### src/rtl/shiftreg_sched.sv
`timescale 1ns/1ps
// Two-requester round-robin scheduler feeding one word at a time LSB-first into an external shift register.
// Latency: gnt to done is WIDTH+2 cycles; throughput one word per WIDTH+2 cycles back-to-back.
// Backpressure: requests are only granted in IDLE; requesters hold req/data until their gnt pulse.
module shiftreg_sched #(
    parameter int WIDTH = 8
) (
    input  logic             clk,
    input  logic             rst,
    input  logic             req0,
    input  logic             req1,
    input  logic [WIDTH-1:0] data0,
    input  logic [WIDTH-1:0] data1,
    output logic             gnt0,
    output logic             gnt1,
    output logic             si,
    output logic             sh_en,
    input  logic [WIDTH-1:0] po,
    output logic             done,
    output logic [WIDTH-1:0] rdata,
    output logic             owner,
    output logic             mismatch
);

    localparam int CW = (WIDTH > 1) ? $clog2(WIDTH) : 1;
    localparam logic [CW-1:0] CNT_LAST = CW'(WIDTH - 1);

    typedef enum logic [1:0] {IDLE, SHIFT, CHECK} state_t;

    state_t           state;
    state_t           state_nxt;
    logic [CW-1:0]    cnt;
    logic [WIDTH-1:0] buffer;
    logic             gidx;
    logic             last_served;
    logic             any_req;
    logic             win;

    // Round-robin pick: a lone request wins, on contention the one not served last wins.
    always_comb begin
        any_req = req0 | req1;
        win     = (req0 & req1) ? ~last_served : req1;
    end

    // Next state plus the combinational grant and shift-interface outputs.
    always_comb begin
        state_nxt = state;
        gnt0      = 1'b0;
        gnt1      = 1'b0;
        sh_en     = 1'b0;
        si        = 1'b0;
        case (state)
            IDLE: begin
                // rst gating keeps grants low while reset is held.
                if (any_req && rst) begin
                    gnt0      = ~win;
                    gnt1      = win;
                    state_nxt = SHIFT;
                end
            end
            SHIFT: begin
                sh_en = 1'b1;
                si    = buffer[cnt];
                if (cnt == CNT_LAST) begin
                    state_nxt = CHECK;
                end
            end
            CHECK: begin
                state_nxt = IDLE;
            end
            default: begin
                state_nxt = IDLE;
            end
        endcase
    end

    // State register.
    always_ff @(posedge clk or negedge rst) begin
        if (!rst) begin
            state <= IDLE;
        end else begin
            state <= state_nxt;
        end
    end

    // Datapath: take the granted word, count shifts, capture and compare the result.
    always_ff @(posedge clk or negedge rst) begin
        if (!rst) begin
            cnt         <= '0;
            buffer      <= '0;
            gidx        <= 1'b0;
            last_served <= 1'b1;
            done        <= 1'b0;
            rdata       <= '0;
            owner       <= 1'b0;
            mismatch    <= 1'b0;
        end else begin
            done <= 1'b0;
            case (state)
                IDLE: begin
                    if (any_req) begin
                        buffer      <= win ? data1 : data0;
                        gidx        <= win;
                        last_served <= win;
                        cnt         <= '0;
                    end
                end
                SHIFT: begin
                    cnt <= cnt + CW'(1);
                end
                CHECK: begin
                    rdata    <= po;
                    owner    <= gidx;
                    mismatch <= (po != buffer);
                    done     <= 1'b1;
                end
                default: begin
                    cnt <= '0;
                end
            endcase
        end
    end

endmodule

### config.mk
export PLATFORM = sky130hd
export DESIGN_NAME = shiftreg_sched
export DESIGN_NICKNAME = d
export VERILOG_FILES = /design/src/rtl/shiftreg_sched.sv
export SDC_FILE = /design/constraint.sdc
export NUM_CORES = 1
export LEC_CHECK = 0
export CELL_PAD_IN_SITES_DETAIL_PLACEMENT = 0
export CELL_PAD_IN_SITES_GLOBAL_PLACEMENT = 1
export CORE_MARGIN = 10
export CORE_UTILIZATION = 31
export CTS_CLUSTER_SIZE = 40
export DETAILED_ROUTE_END_ITERATION = 12
export PLACE_DENSITY_LB_ADDON = 0.08
export SYNTH_ARGS = -nofsm -noshare
export SYNTH_HDL_FRONTEND = slang
export SYNTH_SLANG_ARGS = --single-unit
### constraint.sdc
create_clock -name clk -period 1.5 [get_ports clk]
set_input_delay 0.15 -clock clk [delete_from_list [all_inputs] [get_ports clk]]
set_output_delay 0.15 -clock clk [all_outputs]
set_load 0.1 [all_outputs]
==> results of run 1 <==
## worst max-delay path, delay by kind of cell, from the launching register on
kind / cells / cell delay [ns]
muxes: 2 / 0.73
DFF: 1 / 0.41
buffers and inverters: 1 / 0.16
and+or+nand+nor: 1 / 0.05
## registers in the layout, indices dropped and copies added (netlist names)
signal       count
done             1
gidx             1
buffer           8
last_served      1
mismatch         1
cnt              3
owner            1
state            2
rdata            8
## power by group
part           internal (W)  switching [W]  total (W)
registers           0.00103       0.000276    0.00131
logic               0.00169        0.00203    0.00372
clock network      0.000189       0.000204   0.000393
total               0.00291        0.00251    0.00542
## final timing paths
path	from	slack (ns)	end	cells past startpoint
hold reg to reg	rdata[6]	0.54	rdata[6]	2
hold / removal	rst	0.34	last_served	1
min in group clk	req1	0.35	last_served	4
max in group asynchronous	rst	0.94	buffer[0]	2
setup reg to reg	cnt[0]	-0.09	cnt[2]	6
setup / recovery	cnt[0]	-0.26	si	4
## per-layer routing
layer,track usage [%],part of all wire [%],vias to the layer above
li1,-,-,512
met1,10.7,44,495
met2,15.2,48,27
met3,3.63,7.7,2
met4,2.69,0.45,0
met5,0,0,-
## cell type report
class | count | share of cell area, %
well taps | 50 | 2.78
multi-input cells | 78 | 30.6
flip-flops and latches | 26 | 29.1
clock buffers | 4 | 2.00
inverters | 3 | 0.668
repair buffers | 68 | 34.9
## through the flow
step	setup TNS (ns)	utilization, %	instance area [um2]	instances	hold slack [ns]
finish	-0.617	55.4	2250	229	0.341
global route	-0.922	55.4	2250	229	0.335
CTS	-0.510	54.2	2200	226	0.318
detailed placement	-1.63	52.1	2110	219	0.525
global placement	-1.57	52.1	2110	219	0.521
floorplan	-0.0443	-	1350	111	-0.146
## kinds of logic after synthesis
kind of cell | synth area share [%]
adders and majority gates | 1.89
and+or+nand+nor | 12.6
DFF | 49.2
buffers and inverters | 2.83
AOI/OAI and AO/OA | 5.67
muxes | 22.6
xor gates and xnor gates | 5.29
## cells in the mapped netlist, types with 2 or more instances
master / count
sky130_fd_sc_hd__a22o_1: 2
sky130_fd_sc_hd__mux2_2: 3
sky130_fd_sc_hd__nor4_1: 2
sky130_fd_sc_hd__mux2_4: 14
sky130_fd_sc_hd__clkbuf_1: 2
sky130_fd_sc_hd__ha_1: 2
sky130_fd_sc_hd__mux4_2: 2
sky130_fd_sc_hd__nand2_1: 26
sky130_fd_sc_hd__o21ai_0: 2
sky130_fd_sc_hd__nor2_1: 4
sky130_fd_sc_hd__inv_1: 3
sky130_fd_sc_hd__xor2_1: 8
sky130_fd_sc_hd__nand2b_1: 2
sky130_fd_sc_hd__a31oi_1: 2
sky130_fd_sc_hd__dfrtp_1: 25
## what timing repair did
action	CTS	global route
buffers inserted	3	3
pin swaps	0	1
gates cloned	0	0
endpoints found under the setup margin	3	10
resized for setup	5	6
==> summary by stage, run 1 <==
Run status
The flow ran to the end, but the final reports show violations. The final reports fail on setup timing.

Synth
The fraction of the yosys area taken by sequential cells is 49.2%. Yosys mapped a number of flops with a built-in enable equal to 0. The largest total area in the synthesized netlist belongs to sky130_fd_sc_hd__dfrtp_1. The warning count from the yosys run is 0.

The number of nets in the synthesized netlist is 141. The post-synthesis instance area is 1330 um2. The average footprint of a synthesized cell is 11.9 um2. The area share of the largest cell type after synthesis is 47.2%.

The fraction of registers with async set or reset after synthesis is 100%. Sorting the synthesized cells by area gives the leading types as sky130_fd_sc_hd__dfrtp_1, sky130_fd_sc_hd__mux2_4, sky130_fd_sc_hd__nand2_1. Synthesis handed over a netlist of 111 instances. The prevailing post-synth register cell is sky130_fd_sc_hd__dfrtp_1. The synthesized design contains 26 register bits.

The number of distinct library cells after synthesis is 27.

Detailed routing
The final routed DRC violation total is 0. The post-detailed-route wirelength per cell is 14.7 um. In the routed layout, each cell is associated on average with a via count of approximately 4.5. The number of iterations in the first detailed-routing pass is 4. The starting DRC count in detailed routing is between 50 and 60. The aggregate routed wire length is 3360 um. For this block, the via count after detailed routing is approximately 1000. The count of antenna-violating nets left after detailed routing is 0.

CTS
For this design, the sink count on the clock tree is 26. After clock tree synthesis, the flow added hold-fix buffers numbering 0. The number of buffers added by the clock tree synthesis step is 3.

TritonCTS built the clock tree. The source-to-sink clock delay at the later pin of the worst-skew pair is 0.26 ns. After clock tree synthesis, the clock-pin slew on the worst setup and hold paths is approximately 0.08 ns. The maximum buffer depth of the clock tree is 2. CTS built an H-tree with a depth of 1. The root buffer cell chosen for the clock tree is sky130_fd_sc_hd__clkbuf_8.

Global routing
The via count of the first global-routing pass is between 1000 and 1500. Entering global routing, the biggest net connects 15 pins. After global routing the overflow that remains totals 0. The first global-routing pass estimated approximately 5600 um of wire.

The initial antenna violation count is 0. For this run, the total global-route usage over all layers was measured as 9.22%.

Layout
The number of diodes is 0. The fill cell instance count of the final layout is about 350. Summing all multi-input logic gate instances after layout gives 688 um2. The top cell types in the final layout, fill and taps aside, are sky130_fd_sc_hd__nand2_1, sky130_fd_sc_hd__clkdlybuf4s50_1, sky130_fd_sc_hd__dfrtp_1. The area taken by flip-flops and latches is 653 um2.

The post-route netlist has 41.9% of its cells at a drive strength greater than 1. The number of nets in the layout is 210. The synthesis-to-layout area growth is 69.6%.

Power
The overall power consumption is 0.00542 W. The worst-case IR drop observed on VDD is 806 uV. For this design the static power due to leakage is approximately 1.0 nW. The power density over the cells is 2410 nW/um2.

Critical path
The endpoint required time on the critical path is 1.35 ns. Walking the worst path, the cells encountered are mux4_2 > mux2i_4 > nor2_4 > buf_12. By startpoint and endpoint, the worst setup path is classified as reg2out. The slowest stage of the critical path is the sky130_fd_sc_hd__mux4_2 cell. The largest single stage delay on the critical path is 0.55 ns.

STA classifies the critical path startpoint as a flip-flop. The worst setup path is captured at an output port. STA puts the critical path data arrival time at 1.61 ns. In this run the worst path has a maximum fanout of 3.

Timing
At the pin with the least slew margin, the transition time is between 0.3 and 0.4 ns. Setup repair after global routing could not meet its margin everywhere. The fraction of the cycle the final worst path needs is 117%. Across the routed clock network, the largest skew measured is 0.00215 ns. The fmax is between 0.5 and 0.6 GHz. The routed design could run at a clock period as short as 1.76 ns.

The setup-violating endpoint count in the final report is 9. The final number of max-transition violations is 0. The final-report hold violation count is 0. The max-slew headroom at the worst pin is 78.9%. The worst path setup slack after routing is -0.258 ns.

Place
During placement, the flow inserted port buffers numbering 42. The placement-stage worst setup slack is -0.198 ns. The half-perimeter wire length after placement is approximately 2800 um. The final weighted congestion in routability-driven placement is approximately 0.72.

Floorplanning
The floorplan die height is 85.4 um. The top-level port count is 43. The die is 85.4 um wide. The die covers between 7000 and 8000 um2. The number of core rows is 23.

In this run the standard cell core region covers 4060 um2. For this configuration, the core starts out at a cell density of between 30% and 40%.

Min path
In this run the worst hold path is classified as in2async.

Job
The count of max-cap constraint violations is 0.
Note: power is estimated with default switching activity, not from simulation.
==> run 2: changes to the inputs <==
Settings changed: CORE_UTILIZATION 31 to 38.
Clock period 1.5 ns to 2.2 ns, I/O delays scaled along.
==> run 2 against run 1 <==
Against the previous run: the run now ends clean; cell count fell by 10%; clock skew hardly changed; global-route usage is 0.64 points higher; register-to-register slack gained 0.81 ns; design area down 17%; critical path type unchanged; largest cell class is now registers.
==> summary by stage, run 2 (same netlist as run 1, synthesis figures left out) <==
CTS
The source-to-sink clock delay at the later pin of the worst-skew pair is 0.31 ns. The maximum buffer depth of the clock tree is 2. TritonCTS created 3 clock buffers. The number of setup buffers added after CTS is 0. The clock input transition at the sequential cells of the worst setup and hold paths is 0.13 ns. TritonCTS built the clock tree. Counting every sink on the clock net gives 26.

The post-cts hold buffer count is 0. The number of gates resized after CTS is 0. The clock root buffer is sky130_fd_sc_hd__clkbuf_4. The H-tree depth reported by CTS is 1.

Timing
Setup violations remaining at the end of the flow were counted as 0. The actual transition at the worst max-transition pin is just under 0.3 ns. The minimum hold slack is roughly 0.32 ns. The accumulated negative setup slack is 0 ns.

Subtracting the final worst setup slack from the clock period gives 1.95 ns. The final number of max-transition violations came to 0. The final-report hold violation count was 0. The fraction of the cycle the final worst path needs is 88.8%.

The worst clock skew is roughly 0.0020 ns. Setup repair after global routing left no endpoint under its margin. In this run the tightest slew margin relative to its limit is 80.6%. The fmax is 0.512 GHz.

Layout
The most common cell after layout, fill and taps aside is sky130_fd_sc_hd__clkdlybuf4s50_1. The fraction of layout cells with a size suffix above 1 is 31.4%. The top cell types in the final layout, fill and taps aside, are sky130_fd_sc_hd__clkdlybuf4s50_1, sky130_fd_sc_hd__nand2_1, sky130_fd_sc_hd__dfrtp_1.

The number of antenna diodes in the final layout is 0. The largest registers in the layout are buffer x8, rdata x8, cnt x3. The fill cell instance count of the final layout is 320. At the end of the flow, the number of nets in the layout was 190. The area growth from synthesis to layout is 40.0%. The post-route non-filler standard cell count is 205.

Global routing
For met2 alone, demand over resource in global routing was 17.0%. The largest net degree at the start of global routing is 15. The global routing stage identified its most utilized layer as met2. For this run, global-route usage on met1 was measured as 11.5%.

The initial antenna violation count came to 0. The via count of the first global-routing pass is 1064. The first global-routing pass estimated 5000 um of wire. Summed over all layers, the global routing overflow is 0. Global routing consumed, on the met3 layer, 3.15% of the routing resources.

The total routing resource utilization after global routing is about a tenth.

Critical path
Data on the critical path is required at its endpoint by 1.98 ns. The most critical setup path has its endpoint at si. The worst-case register-to-register setup slack is 0.72 ns. The critical path in this run is classified as reg2out. The beginning of the worst register-to-register path is last_served. The number of cells traversed by the worst register-to-register path is 4.

Data arrives at the worst endpoint at between 1.5 and 2 ns. The critical path startpoint is cnt[0]. The kind of start point of the critical path is a flip-flop. In this run the critical register-to-register path is captured at buffer[1].

The type of element capturing the critical path is an output port. In this run the worst path has a maximum fanout of 4.

Floorplanning
In this run the horizontal extent of the chip is 79.1 um. In this run the count of I/O pins placed on the die edge is 43. The floorplan die height is 79.1 um. The initial utilization of the core area, before any placement, comes to about two fifths.

The area of the placeable core is around 3400 um2. In this run the core area contains 21 standard-cell rows. The area enclosed by the die boundary is 6250 um2.

Detailed routing
For this run, the detailed router's first-pass iteration total came to 4. Summed over all layers, the routed wires come to 3010 um. The ratio of routed vias to standard cells is 4.62. The routed layout has around 950 vias. The first routing iteration left 37 violations. The final routed DRC violation total is 0.

In this run the remaining antenna-violating nets after routing total 0. In the final routed layout, each cell accounts on average for 14.7 um.

Power
Summed over all cells, the static leakage comes to 0.869 nW. The internal power contribution is around 0.0014 W. The sequential group share of total power is between 20% and 30%. The power density over the cells is between 1500 and 2000 nW/um2. The switching power as a share of total power is 51.8%. The clock share of power is roughly 6.9%. The combinational cell fraction of total power is around 64%.

The worst vdd rail ir drop is 824 uV. The reported net switching power is 0.00154 W.

Min path
The type of the worst min-delay path is in2async.

Place
The half-perimeter wire length after placement is between 2000 and 3000 um. Routability-driven placement finished with a final weighted congestion of 0.730. After detailed placement, the design holds a cell count of 201. During placement, the flow inserted port buffers numbering 42.

Job
The count of max-cap constraint violations is 0.

Run status
The flow ran to the end, and the final reports show no timing, DRC or antenna violations.
run 2: final cells by class:
| type | count | area [um2] | share of cell area (%) |
|---|---|---|---|
| Inverter | 3 | 11.3 | 0.607 |
| Tap cell | 46 | 57.6 | 3.10 |
| Sequential cell | 26 | 652 | 35.1 |
| Timing Repair Buffer | 48 | 465 | 25.1 |
| Multi-Input combinational cell | 78 | 643 | 34.7 |
| Clock buffer | 4 | 26.3 | 1.42 |
run 2: per-stage QoR:
stage / instance area (um2) / setup WS, ns / power (W) / utilization, %
2_1_floorplan: 1330 / 0.374 / 0.00230 / -
3_3_place_gp: 1830 / 0.397 / 0.00276 / 54.4
3_5_place_dp: 1830 / 0.356 / 0.00280 / 54.4
4_1_cts: 1860 / 0.215 / 0.00301 / 55.2
5_1_grt: 1860 / 0.138 / 0.00313 / 55.2
6_report: 1860 / 0.246 / 0.00297 / 55.2
run 2: power groups by stage:
stage | Clock, W | Sequential [W] | Combinational (W)
2_1_floorplan | 0 | 0.00147 | 0.000826
3_3_place_gp | 0 | 0.000889 | 0.00187
3_5_place_dp | 0 | 0.000900 | 0.00190
4_1_cts | 0.000216 | 0.000887 | 0.00190
5_1_grt | 0.000235 | 0.000920 | 0.00198
6_report | 0.000205 | 0.000879 | 0.00188
run 2: how the worst min path moves through the flow:
stage / end / cells after the start / slack [ns] / from
floorplan: buffer[0] / 0 / -0.08 / rst
global placement: rdata[3] / 2 / 0.46 / rdata[3]
detailed placement: rdata[6] / 2 / 0.46 / rdata[6]
CTS: last_served / 1 / 0.30 / rst
global route: last_served / 1 / 0.31 / rst
finish: last_served / 1 / 0.32 / rst
run 2: worst max-delay path, stage by stage (launching register included):
cell and delay, ns:
sky130_fd_sc_hd__dfrtp_1 0.46, sky130_fd_sc_hd__mux4_2 0.52, sky130_fd_sc_hd__mux2i_1 0.20, sky130_fd_sc_hd__nor2_2 0.07, sky130_fd_sc_hd__buf_12 0.17
run 2: metal layers:
layer / vias up / wire [um]
met4: 0 / 13
met5: - / 0
met3: 2 / 200
li1: 476 / -
met2: 28 / 1490
met1: 442 / 1310
==> run 3: changes to the inputs <==
Settings changed: PLACE_DENSITY set to 0.95, PLACE_DENSITY_LB_ADDON 0.08 to unset.
==> run 3 against run 2 <==
Against the previous run: worst setup slack worse by 0.060 ns; largest power group unchanged; critical path depth unchanged; hold slack worse by 0.072 ns; critical path type unchanged; global-route usage down 0.31 points.
==> summary by stage, run 3 (same netlist as run 1, synthesis figures left out) <==
Layout
The most common cell after layout, fill and taps aside is sky130_fd_sc_hd__clkdlybuf4s50_1. The top cell types in the final layout, fill and taps aside, are sky130_fd_sc_hd__clkdlybuf4s50_1, sky130_fd_sc_hd__nand2_1, sky130_fd_sc_hd__dfrtp_1. 0 antenna diodes ended up in the layout. The post-route netlist has 30.6% of its cells at a drive strength greater than 1.

After routing the design area is 1850 um2. The synthesis-to-layout area growth is 39.3%. The number of nets in the layout is 188. In the final layout, the registers with the most flip-flops are buffer x8, rdata x8, cnt x3.

Critical path
The critical path is of the reg2out type. In this run the critical register-to-register path is launched from last_served. The cell type of the slowest stage on the worst timing path is sky130_fd_sc_hd__mux4_2. In this design, the stage delay of the slowest critical-path cell is 0.53 ns. The endpoint required time on the critical path is 1.98 ns. STA classifies the critical path startpoint as a flip-flop.

Of all nets on the critical path, the largest fanout is 4. The worst register-to-register path has a setup slack of slightly above 0.7 ns. The number of cells traversed by the worst register-to-register path is 4. STA classifies the critical path endpoint as an output port. The worst register-to-register path ends at buffer[3]. The arrival time at the worst endpoint is ~1.8 ns. Traced cell by cell, the critical path runs through mux4_2 > mux2i_1 > nor2_2 > buf_12.

Floorplanning
The die covers ~6200 um2. The initial core utilization is 39.4%. The floorplan die height is ~79 um. The number of core rows is 21. In this run the horizontal extent of the chip is 79.1 um. The top-level port count is 43. In this run the standard cell core region covers 3360 um2.

Timing
The actual transition at the worst max-transition pin is 0.322 ns. The worst clock skew is between 0.005 and 0.006 ns. Setup violations remaining at the end of the flow were counted as 0.

After layout, the worst path uses 91.6% of the clock period. The shortest period the worst path allows is between 2 and 2.5 ns. Setup repair after global routing left no endpoint under its margin. The fmax is 0.496 GHz. The max-slew headroom at the worst pin is 78.5%. After routing, the total negative slack on setup checks comes to 0 ns. The final number of max-transition violations is 0. The final-report hold violation count is 0.

Power
The power density over the cells is roughly 1600 nW/um2. The overall power consumption is between 0.003 and 0.004 W. The worst-case IR drop observed on VDD is around 1400 uV. Summed over all cells, the static leakage comes to 0.864 nW.

CTS
Buffers inserted to repair hold after CTS numbered 0. The later pin in the worst-skew pair is clocked with a latency of 0.32 ns. The clock net in this run drives a total of 26 sinks. Clock tree synthesis inserted a total of 3 buffers.

The buffer count from post-CTS setup fixing is 0. No sink is reached through more buffers than the 2 on the longest clock path. The clock root buffer is sky130_fd_sc_hd__clkbuf_4. Clock-pin slew was measured on the worst setup and hold paths at 0.14 ns.

The TritonCTS clock tree is done. CTS built an H-tree with a depth of 1. Post-CTS repair changed the size of 0 cells.

Detailed routing
Once detail routing completed, the nets flagged for antenna violations numbered 0. The number of iterations in the first detailed-routing pass is 4. After detailed routing, the number of vias per cell comes to roughly 4.7. After detailed routing, the average wire length per cell comes to 15.0 um. The final routed DRC violation total is 0. The aggregate routed wire length is 3040 um. For this block, the initial DRC count from the detailed router was 60. The via total after detailed routing is 959.

Job
The count of max-cap constraint violations is 0.

Place
The placed instances occupy a cell area of 1810 um2. The wire-length estimate of the detail-placed layout is 2560 um. The number of input and output port buffers inserted is 42. The congestion estimate from routability-driven global placement came to 0.718.

Run status
The run finished with clean final reports.

Global routing
The global-route wire length before repair is approximately 5000 um. Global routing used 9.55% of the available tracks across all layers. Summed over all layers, the global routing overflow is 0. The met3 track utilization from global routing is ~3.7%. In this run the most used layer during global routing was met2.

In the global route stage, met1 resource usage came out at about 11%. The initial antenna violation count is 0. Entering global routing, the biggest net connects 27 pins. The via count of the first global-routing pass is 1037.

The met2 global-route usage is 16.4%.

Min path
The worst hold path belongs to the class in2async.
[run 3: cell count changes in the layout (fill, tap and decap cells not counted)]
cell / previous run / this run
sky130_fd_sc_hd__clkbuf_1: 1 / 0
sky130_fd_sc_hd__buf_4: 18 / 16
sky130_fd_sc_hd__clkbuf_8: 0 / 1
sky130_fd_sc_hd__nor3_2: 1 / 0
sky130_fd_sc_hd__nor3_1: 0 / 1
[run 3: layout make-up]
class / instances / area, um2
tap: 46 / 57.6
timing repair buffer: 46 / 450
multi-input combinational: 78 / 638
clock buffer: 4 / 36.3
inverter: 3 / 11.3
fill: 345 / 1520
sequential: 26 / 652
[run 3: worst max-delay path by stage]
stage	start	end	cells past startpoint
finish	cnt[0]	si	4
global route	cnt[0]	si	4
CTS	cnt[0]	si	4
detailed placement	req1	buffer[5]	5
global placement	req1	buffer[5]	5
floorplan	cnt[0]	si	3
[run 3: stage by stage]
step                instances  setup slack [ns]  hold WS [ns]  utilization (%)
detailed placement        199             0.321         0.465             53.8
global route              203             0.110         0.258             54.9
CTS                       203             0.177         0.248             54.9
finish                    203             0.186         0.246             54.9
global placement          199             0.410         0.459             53.8
floorplan                 111             0.374       -0.0756                -
[run 3: critical path: cells and delay by family, from the launching register on]
family                 cells  cell delay [ns]
buffers and inverters      1             0.17
muxes                      2             0.75
and+or+nand+nor            1             0.09
DFF                        1             0.47
[run 3: metal layers]
| layer | vias to the layer above | wire, um |
|---|---|---|
| li1 | 471 | - |
| met2 | 29 | 1510 |
| met1 | 457 | 1280 |
| met4 | 0 | 19 |
| met3 | 2 | 233 |
| met5 | - | 0 |
[run 3: power by group]
part	switching, W	internal [W]
registers	0.000189	0.000700
clock network	0.000137	0.000101
logic	0.00123	0.000648
total	0.00156	0.00145
